File: src/rtl/wb_assoc_cache.sv
// N-way set-associative write-back/write-allocate cache for 128-bit lines with tree-PLRU replacement.
// Optional saturating hit/miss counters are enabled by defining WB_ASSOC_CACHE_PERF_CNT_EN.
module wb_assoc_cache #(
  parameter int unsigned WAYS  = 2,
  parameter int unsigned SETS  = 8,
  parameter int unsigned ADR_W = 12
) (
  input  logic               clk,
  input  logic               rst_n,
  input  logic [ADR_W-1:0]   sb_adr,
  input  logic [127:0]       sb_dat_m,
  input  logic [15:0]        sb_sel,
  input  logic               sb_we,
  input  logic               sb_stb,
  input  logic               sb_cyc,
  output logic               sb_ack,
  output logic [127:0]       sb_dat_s,
  output logic [ADR_W-1:0]   wb_adr,
  output logic [127:0]       wb_dat_m,
  input  logic [127:0]       wb_dat_s,
  output logic               wb_we,
  output logic               wb_stb,
  output logic               wb_cyc,
  output logic [15:0]        wb_sel,
  input  logic               wb_ack,
  output logic               hit_pulse,
  output logic               miss_pulse
`ifdef WB_ASSOC_CACHE_PERF_CNT_EN
  ,
  output logic [31:0]        hit_cnt,
  output logic [31:0]        miss_cnt
`endif
);

  localparam int unsigned IDX_W  = $clog2(SETS);
  localparam int unsigned TAG_W  = ADR_W - IDX_W;
  localparam int unsigned WAY_W  = (WAYS > 1) ? $clog2(WAYS) : 1;
  localparam int unsigned LINE_W = 128;
  localparam int unsigned BYTES  = 16;

  typedef enum logic [1:0] {IDLE, TAG_CHK, WRITEBACK, FILL} state_e;

  state_e state_q, state_d;

  logic [ADR_W-1:0]  req_adr;
  logic              req_we;
  logic [BYTES-1:0]  req_sel;
  logic [LINE_W-1:0] req_dat;
  logic              first_q;
  logic [IDX_W-1:0]  req_idx;
  logic [TAG_W-1:0]  req_tag;

  logic [LINE_W-1:0] data_q  [WAYS][SETS];
  logic [TAG_W-1:0]  tag_q   [WAYS][SETS];
  logic [SETS-1:0]   valid_q [WAYS];
  logic [SETS-1:0]   dirty_q [WAYS];
  logic [2:0]        plru_q  [SETS];
  logic [WAY_W-1:0]  victim_q;

  logic              hit_c;
  logic [WAY_W-1:0]  hit_way_c;
  logic [WAY_W-1:0]  victim_c;
  logic              victim_dirty_c;
  logic [LINE_W-1:0] hit_line_c;
  logic [LINE_W-1:0] merged_c;

  logic              sb_ack_d, hit_d, miss_d, wb_stb_d, wb_we_d;
  logic [ADR_W-1:0]  wb_adr_d;
  logic [LINE_W-1:0] wb_dat_m_d, sb_dat_s_d;

  assign req_idx = req_adr[IDX_W-1:0];
  assign req_tag = req_adr[ADR_W-1:IDX_W];
  assign wb_cyc  = wb_stb;
  assign wb_sel  = 16'hFFFF;

  // PLRU bits point toward the side to evict next: p[0] root, p[1] ways 0/1, p[2] ways 2/3.
  function automatic logic [WAY_W-1:0] plru_victim(input logic [2:0] p);
    if (WAYS == 4)      return WAY_W'(p[0] ? {1'b1, p[2]} : {1'b0, p[1]});
    else if (WAYS == 2) return WAY_W'(p[0]);
    else                return '0;
  endfunction

  function automatic logic [2:0] plru_touch(input logic [2:0] p, input logic [WAY_W-1:0] w);
    logic [1:0] w2;
    logic [2:0] r;
    w2 = 2'(w);
    r  = p;
    if (WAYS == 4) begin
      r[0] = ~w2[1];
      if (w2[1]) r[2] = ~w2[0];
      else       r[1] = ~w2[0];
    end else if (WAYS == 2) begin
      r[0] = ~w2[0];
    end
    return r;
  endfunction

  // Lookup, byte merge and victim selection for the captured request.
  always_comb begin
    hit_c     = 1'b0;
    hit_way_c = '0;
    for (int w = 0; w < int'(WAYS); w++) begin
      if (valid_q[w][req_idx] && (tag_q[w][req_idx] == req_tag)) begin
        hit_c     = 1'b1;
        hit_way_c = WAY_W'(w);
      end
    end
    hit_line_c = data_q[hit_way_c][req_idx];
    merged_c   = hit_line_c;
    for (int b = 0; b < int'(BYTES); b++) begin
      if (req_sel[b]) merged_c[8*b +: 8] = req_dat[8*b +: 8];
    end
    victim_c = plru_victim(plru_q[req_idx]);
    for (int w = int'(WAYS) - 1; w >= 0; w--) begin
      if (!valid_q[w][req_idx]) victim_c = WAY_W'(w);
    end
    victim_dirty_c = valid_q[victim_c][req_idx] & dirty_q[victim_c][req_idx];
  end

  always_ff @(posedge clk or negedge rst_n) begin
    if (!rst_n) state_q <= IDLE;
    else        state_q <= state_d;
  end

  always_comb begin
    state_d = state_q;
    case (state_q)
      IDLE:      if (sb_stb && sb_cyc) state_d = TAG_CHK;
      TAG_CHK:   state_d = hit_c ? IDLE : (victim_dirty_c ? WRITEBACK : FILL);
      WRITEBACK: if (wb_ack) state_d = FILL;
      FILL:      if (wb_ack) state_d = TAG_CHK;
      default:   state_d = IDLE;
    endcase
  end

  // Next values for the registered outputs.
  always_comb begin
    sb_ack_d   = 1'b0;
    hit_d      = 1'b0;
    miss_d     = 1'b0;
    sb_dat_s_d = sb_dat_s;
    wb_stb_d   = wb_stb;
    wb_we_d    = wb_we;
    wb_adr_d   = wb_adr;
    wb_dat_m_d = wb_dat_m;
    case (state_q)
      TAG_CHK: begin
        if (hit_c) begin
          sb_ack_d   = 1'b1;
          hit_d      = first_q;
          sb_dat_s_d = req_we ? merged_c : hit_line_c;
        end else begin
          miss_d   = first_q;
          wb_stb_d = 1'b1;
          if (victim_dirty_c) begin
            wb_we_d    = 1'b1;
            wb_adr_d   = {tag_q[victim_c][req_idx], req_idx};
            wb_dat_m_d = data_q[victim_c][req_idx];
          end else begin
            wb_we_d  = 1'b0;
            wb_adr_d = req_adr;
          end
        end
      end
      WRITEBACK: begin
        if (wb_ack) begin
          wb_we_d  = 1'b0;
          wb_adr_d = req_adr;
        end
      end
      FILL: begin
        if (wb_ack) wb_stb_d = 1'b0;
      end
      default: ;
    endcase
  end

  always_ff @(posedge clk or negedge rst_n) begin
    if (!rst_n) begin
      sb_ack     <= 1'b0;
      hit_pulse  <= 1'b0;
      miss_pulse <= 1'b0;
      sb_dat_s   <= '0;
      wb_stb     <= 1'b0;
      wb_we      <= 1'b0;
      wb_adr     <= '0;
      wb_dat_m   <= '0;
    end else begin
      sb_ack     <= sb_ack_d;
      hit_pulse  <= hit_d;
      miss_pulse <= miss_d;
      sb_dat_s   <= sb_dat_s_d;
      wb_stb     <= wb_stb_d;
      wb_we      <= wb_we_d;
      wb_adr     <= wb_adr_d;
      wb_dat_m   <= wb_dat_m_d;
    end
  end

  // Request capture; first_q marks the initial lookup so a refill re-lookup does not count twice.
  always_ff @(posedge clk or negedge rst_n) begin
    if (!rst_n) begin
      req_adr <= '0;
      req_we  <= 1'b0;
      req_sel <= '0;
      req_dat <= '0;
      first_q <= 1'b0;
    end else if (state_q == IDLE && sb_stb && sb_cyc) begin
      req_adr <= sb_adr;
      req_we  <= sb_we;
      req_sel <= sb_sel;
      req_dat <= sb_dat_m;
      first_q <= 1'b1;
    end else if (state_q == TAG_CHK) begin
      first_q <= 1'b0;
    end
  end

  always_ff @(posedge clk or negedge rst_n) begin
    if (!rst_n) begin
      valid_q  <= '{default: '0};
      dirty_q  <= '{default: '0};
      plru_q   <= '{default: '0};
      victim_q <= '0;
    end else begin
      case (state_q)
        TAG_CHK: begin
          if (hit_c) begin
            plru_q[req_idx] <= plru_touch(plru_q[req_idx], hit_way_c);
            if (req_we && (req_sel != '0)) dirty_q[hit_way_c][req_idx] <= 1'b1;
          end else begin
            victim_q <= victim_c;
          end
        end
        WRITEBACK: if (wb_ack) dirty_q[victim_q][req_idx] <= 1'b0;
        FILL: begin
          if (wb_ack) begin
            valid_q[victim_q][req_idx] <= 1'b1;
            dirty_q[victim_q][req_idx] <= 1'b0;
          end
        end
        default: ;
      endcase
    end
  end

  // Data and tag storage carry no reset; valid bits gate their use.
  always_ff @(posedge clk) begin
    if (state_q == TAG_CHK && hit_c && req_we) begin
      data_q[hit_way_c][req_idx] <= merged_c;
    end else if (state_q == FILL && wb_ack) begin
      data_q[victim_q][req_idx] <= wb_dat_s;
      tag_q[victim_q][req_idx]  <= req_tag;
    end
  end

`ifdef WB_ASSOC_CACHE_PERF_CNT_EN
  always_ff @(posedge clk or negedge rst_n) begin
    if (!rst_n) begin
      hit_cnt  <= '0;
      miss_cnt <= '0;
    end else begin
      if (hit_pulse && (hit_cnt != 32'hFFFF_FFFF))   hit_cnt  <= hit_cnt + 32'd1;
      if (miss_pulse && (miss_cnt != 32'hFFFF_FFFF)) miss_cnt <= miss_cnt + 32'd1;
    end
  end
`endif

endmodule

File: config.mk
export PLATFORM = sky130hd
export DESIGN_NAME = wb_assoc_cache
export DESIGN_NICKNAME = d
export VERILOG_FILES = /design/src/rtl/wb_assoc_cache.sv
export SDC_FILE = /design/constraint.sdc
export NUM_CORES = 2
export LEC_CHECK = 0
export ABC_CLOCK_PERIOD_IN_PS = 13250
export CORE_ASPECT_RATIO = 0.75
export CORE_MARGIN = 2
export CORE_UTILIZATION = 49
export DETAILED_ROUTE_END_ITERATION = 12
export PLACE_DENSITY = 0.63
export SKIP_LAST_GASP = 1
export SLEW_MARGIN = 15
export SYNTH_ARGS = -nofsm -noshare
export SYNTH_HDL_FRONTEND = slang
export SYNTH_SLANG_ARGS = --single-unit
File: constraint.sdc
create_clock -name clk -period 13.25 [get_ports clk]
set_input_delay 1.9875 -clock clk [delete_from_list [all_inputs] [get_ports clk]]
set_output_delay 1.9875 -clock clk [all_outputs]
set_load 0.05 [all_outputs]
==> reports/results.ini <==
[timing]
setup_viol = 0
hold_viol = 0
fmax_mhz = 111.7
relSlewSlack_pct = 17.44
tightest_slew_ns = 1.238
tns_ns = 0
rsz0062_at_grt = no
maxSlewViolCount = 0
skew_ns = 0.03960
period_minus_slack_ns = 8.953
final.period_utilization_pct = 67.57

[grt]
grt-ovfl-total = 0
grt_util_met3_pct = 6.398
globalRouteMet2Util_pct = 49.27
grt_pass1_wl_um = 591300
grt_usage_pct = 31.96
grt-busiest-layer = met2
grt_max_degree = 152
grt_util_met1_pct = 44.75
antenna_found_initial = 11
first_global_vias = 81130

[setup_path]
cp-start-kind = flip-flop
endpoint_kind = flip-flop
cp_common_cell = buf_4
cp.required_ns = 13.85
critical_path_class = reg2reg
crit_chain = nor2b_1 -> nand2_4 -> o211ai_1 -> xor2_1 -> or4_2 -> nor2_4 -> buf_12 -> buf_4 -> buf_4 -> mux2_2 -> a2111oi_0 -> nor4bb_1 -> o31ai_1 -> buf_4
cpMaxStageDelayCell = or4_2
critical-path-max-stage-delay_ns = 1.14
worst-path-max-fanout = 129
arrival_ns = 9.56

[cts]
cts.repair.resized = 0
postCtsSetupBuffers = 0
clock-root-buffer = clkbuf_16
clkTransAtPathRegs_ns = 0.06
hold_buffers = 0
cts_tree = built
cts_buffer_depth = 4
clock-sinks = 2666
insertion_delay_ns = 0.88
numCtsBuffers = 278
h-tree-depth = 5

[synth]
yosys.area_share.adder_pct = 0.04046
synth.area.mux_share_pct = 20.80
synth_area_um2 = 123700
synth_cell_types = 69
yosys.area_share.simple_pct = 4.235
postSynth.asyncResetShare_pct = 17.78
ys_ff_latch = 2666
yosys_warnings = 0
synth_edf_count = 2192
ys_seq_area_share_pct = 62.81
synth-xor-area-share_pct = 0.1133
synth-compound-area-share_pct = 9.215
syn_area_per_cell_um2 = 14.90
synth_top_family_by_area = multiplexers
synth_cells = 8302
synth_flop_cell = edfxtp_1

[cells_and_area]
final.fill_count = 19520
syn_to_final_growth_pct = 14.69
drive_gt1_share_pct = 14.20
final_common_cell = edfxtp_1
final_cell_mix = edfxtp_1 (2192), mux2i_1 (1548), clkdlybuf4s50_1 (562)
fin_util_pct = 56.59
nets = 9008

[floorplan]
fp.dieArea_um2 = 256500
initial_core_util_pct = 49.34
pin_count = 580
die_w_um = 584.1
rows = 159
coreArea_um2 = 250700
fp.dieH_um = 439.1

[placed_design]
gp_congestion = 0.9055
hpwl_um = 236800
portBuffers = 563

[flow_run]
cap_violations = 0

[run_status]
violations = DRC
outcome = finished with violations

[detailed_routing]
drc = 1
first_iter_violations = 9508
firstDrtPassIters = 10
antenna_left = 0
wl_um = 418700
viasPerCell = 6.738
vias = 82410
post_drt_wl_per_cell_um = 34.23

[power]
leakage_uw = 0.04910
powerDensity_nw_per_um2 = 275.1
vdd_drop_max_mv = 0.3712

[hold_path]
hold_class = reg2reg

-- per-stage QoR --
step	worst slack, ns	total power (µW)	area, µm²	hold slack [ns]	cells
2_1_floorplan	3.955	24930	123700	0.4520	8317
3_3_place_gp	4.552	30750	132800	0.4689	11730
3_5_place_dp	4.415	31030	132800	0.4738	11730
4_1_cts	4.454	38910	141800	0.4877	12230
5_1_grt	4.019	40420	141900	0.5058	12230
6_report	4.297	39020	141900	0.4821	12230
-- area by class of cell --
type | instances | area [µm²] | area share, %
clock buffers | 375 | 7825 | 5.516
diodes | 2 | 5.005 | 0.003528
multi-input cells | 4876 | 42960 | 30.28
repair buffers | 790 | 7632 | 5.380
clock inverters | 119 | 1226 | 0.8643
flip-flops and latches | 2666 | 77700 | 54.77
well taps | 3300 | 4129 | 2.911
inverters | 102 | 382.9 | 0.2699
-- report_power, final --
part	switching [µW]	internal (µW)
clock	3310	4620
combinational	11400	6550
sequential	1050	12100
total	15800	23200
-- critical path, delay by kind of cell, from the launching register on --
kind	cells	cell delay (ns)
AO/OA/AOI/OAI	3	1.33
flip-flops	1	0.86
XOR/XNOR	1	0.15
AND/OR/NAND/NOR	5	3.29
buffers and inverters	4	2.37
multiplexers	1	0.40
-- Yosys cell counts (9+ instances only) --
cell type  number  share of area (%)
edfxtp_1     2192                 53
mux2i_1      1548                 13
dfrtp_1       474                9.6
nand2_1       444                1.3
clkbuf_1      401                1.2
mux4_2        319                5.8
nor2_1        314               0.95
o22ai_1       306                1.5
a21oi_1       282                1.1
mux2_2        262                2.4
o22a_1        193                1.4
buf_2         153               0.62
a211oi_1      143               0.87
a22o_1        109               0.77
o21ai_0       102               0.41
inv_1         101               0.31
a32oi_1        90               0.64
nand4b_1       90               0.64
a2111oi_0      89               0.63
nor2b_1        79               0.40
a41oi_1        76               0.54
nand3_1        62               0.25
a31oi_1        58               0.29
buf_4          57               0.35
buf_1          46               0.14
o31ai_1        43               0.26
o21ai_1        25               0.10
a221oi_1       23               0.16
nand2b_1       20               0.10
o32ai_1        17               0.12
and4_1         16               0.11
o21bai_1       15              0.091
buf_6          14               0.13
nor4_1         13              0.066
and4b_1        12              0.097
nor4bb_1       12              0.097
and2_1         11              0.056
a22oi_1         9              0.055
mux2_1          9              0.082
xnor2_1         9              0.064
-- layer usage --
metal  wire [µm]  share of wire [%]
met5          40             0.0096
met4       17860                4.3
met3       42440                 10
met2      189300                 45
met1      169000                 40
-- state kept, by name (all words and copies together) (netlist names) --
register / flops
data_q: 2048
dirty_q: 16
first_q: 1
hit_pulse: 1
miss_pulse: 1
plru_q: 8
req_adr: 12
req_dat: 128
req_sel: 16
req_we: 1
sb_ack: 1
sb_dat_s: 128
state_q: 2
tag_q: 144
valid_q: 16
victim_q: 1
wb_adr: 12
wb_cyc: 1
wb_dat_m: 128
wb_we: 1
-- kinds of logic after synthesis --
group,count (synthesis)
other,1
flip-flops,2666
XOR/XNOR,16
multiplexers,2138
buffers and inverters,775
adder cells (fa/ha/maj),4
AO/OA/AOI/OAI,1610
AND/OR/NAND/NOR,1092
-- final timing paths --
| check | endpoint | start | slack (ns) | depth (start not counted) |
|---|---|---|---|---|
| max | data_q[1][690]$_DFFE_PP_ | req_adr[0]$_DFFE_PN0P_ | 4.30 | 14 |
| min | sb_dat_s[25]$_DFFE_PN0N_ | sb_dat_s[25]$_DFFE_PN0N_ | 0.48 | 2 |
| max reg2reg | data_q[1][690]$_DFFE_PP_ | req_adr[0]$_DFFE_PN0P_ | 4.30 | 14 |
| min reg2reg | sb_dat_s[25]$_DFFE_PN0N_ | sb_dat_s[25]$_DFFE_PN0N_ | 0.48 | 2 |
| max in group asynchronous | sb_dat_s[19]$_DFFE_PN0N_ | rst_n | 9.42 | 4 |
| min in group asynchronous | wb_dat_m[97]$_DFFE_PN0P_ | rst_n | 1.10 | 1 |
Note: power is estimated with default switching activity, not from simulation.
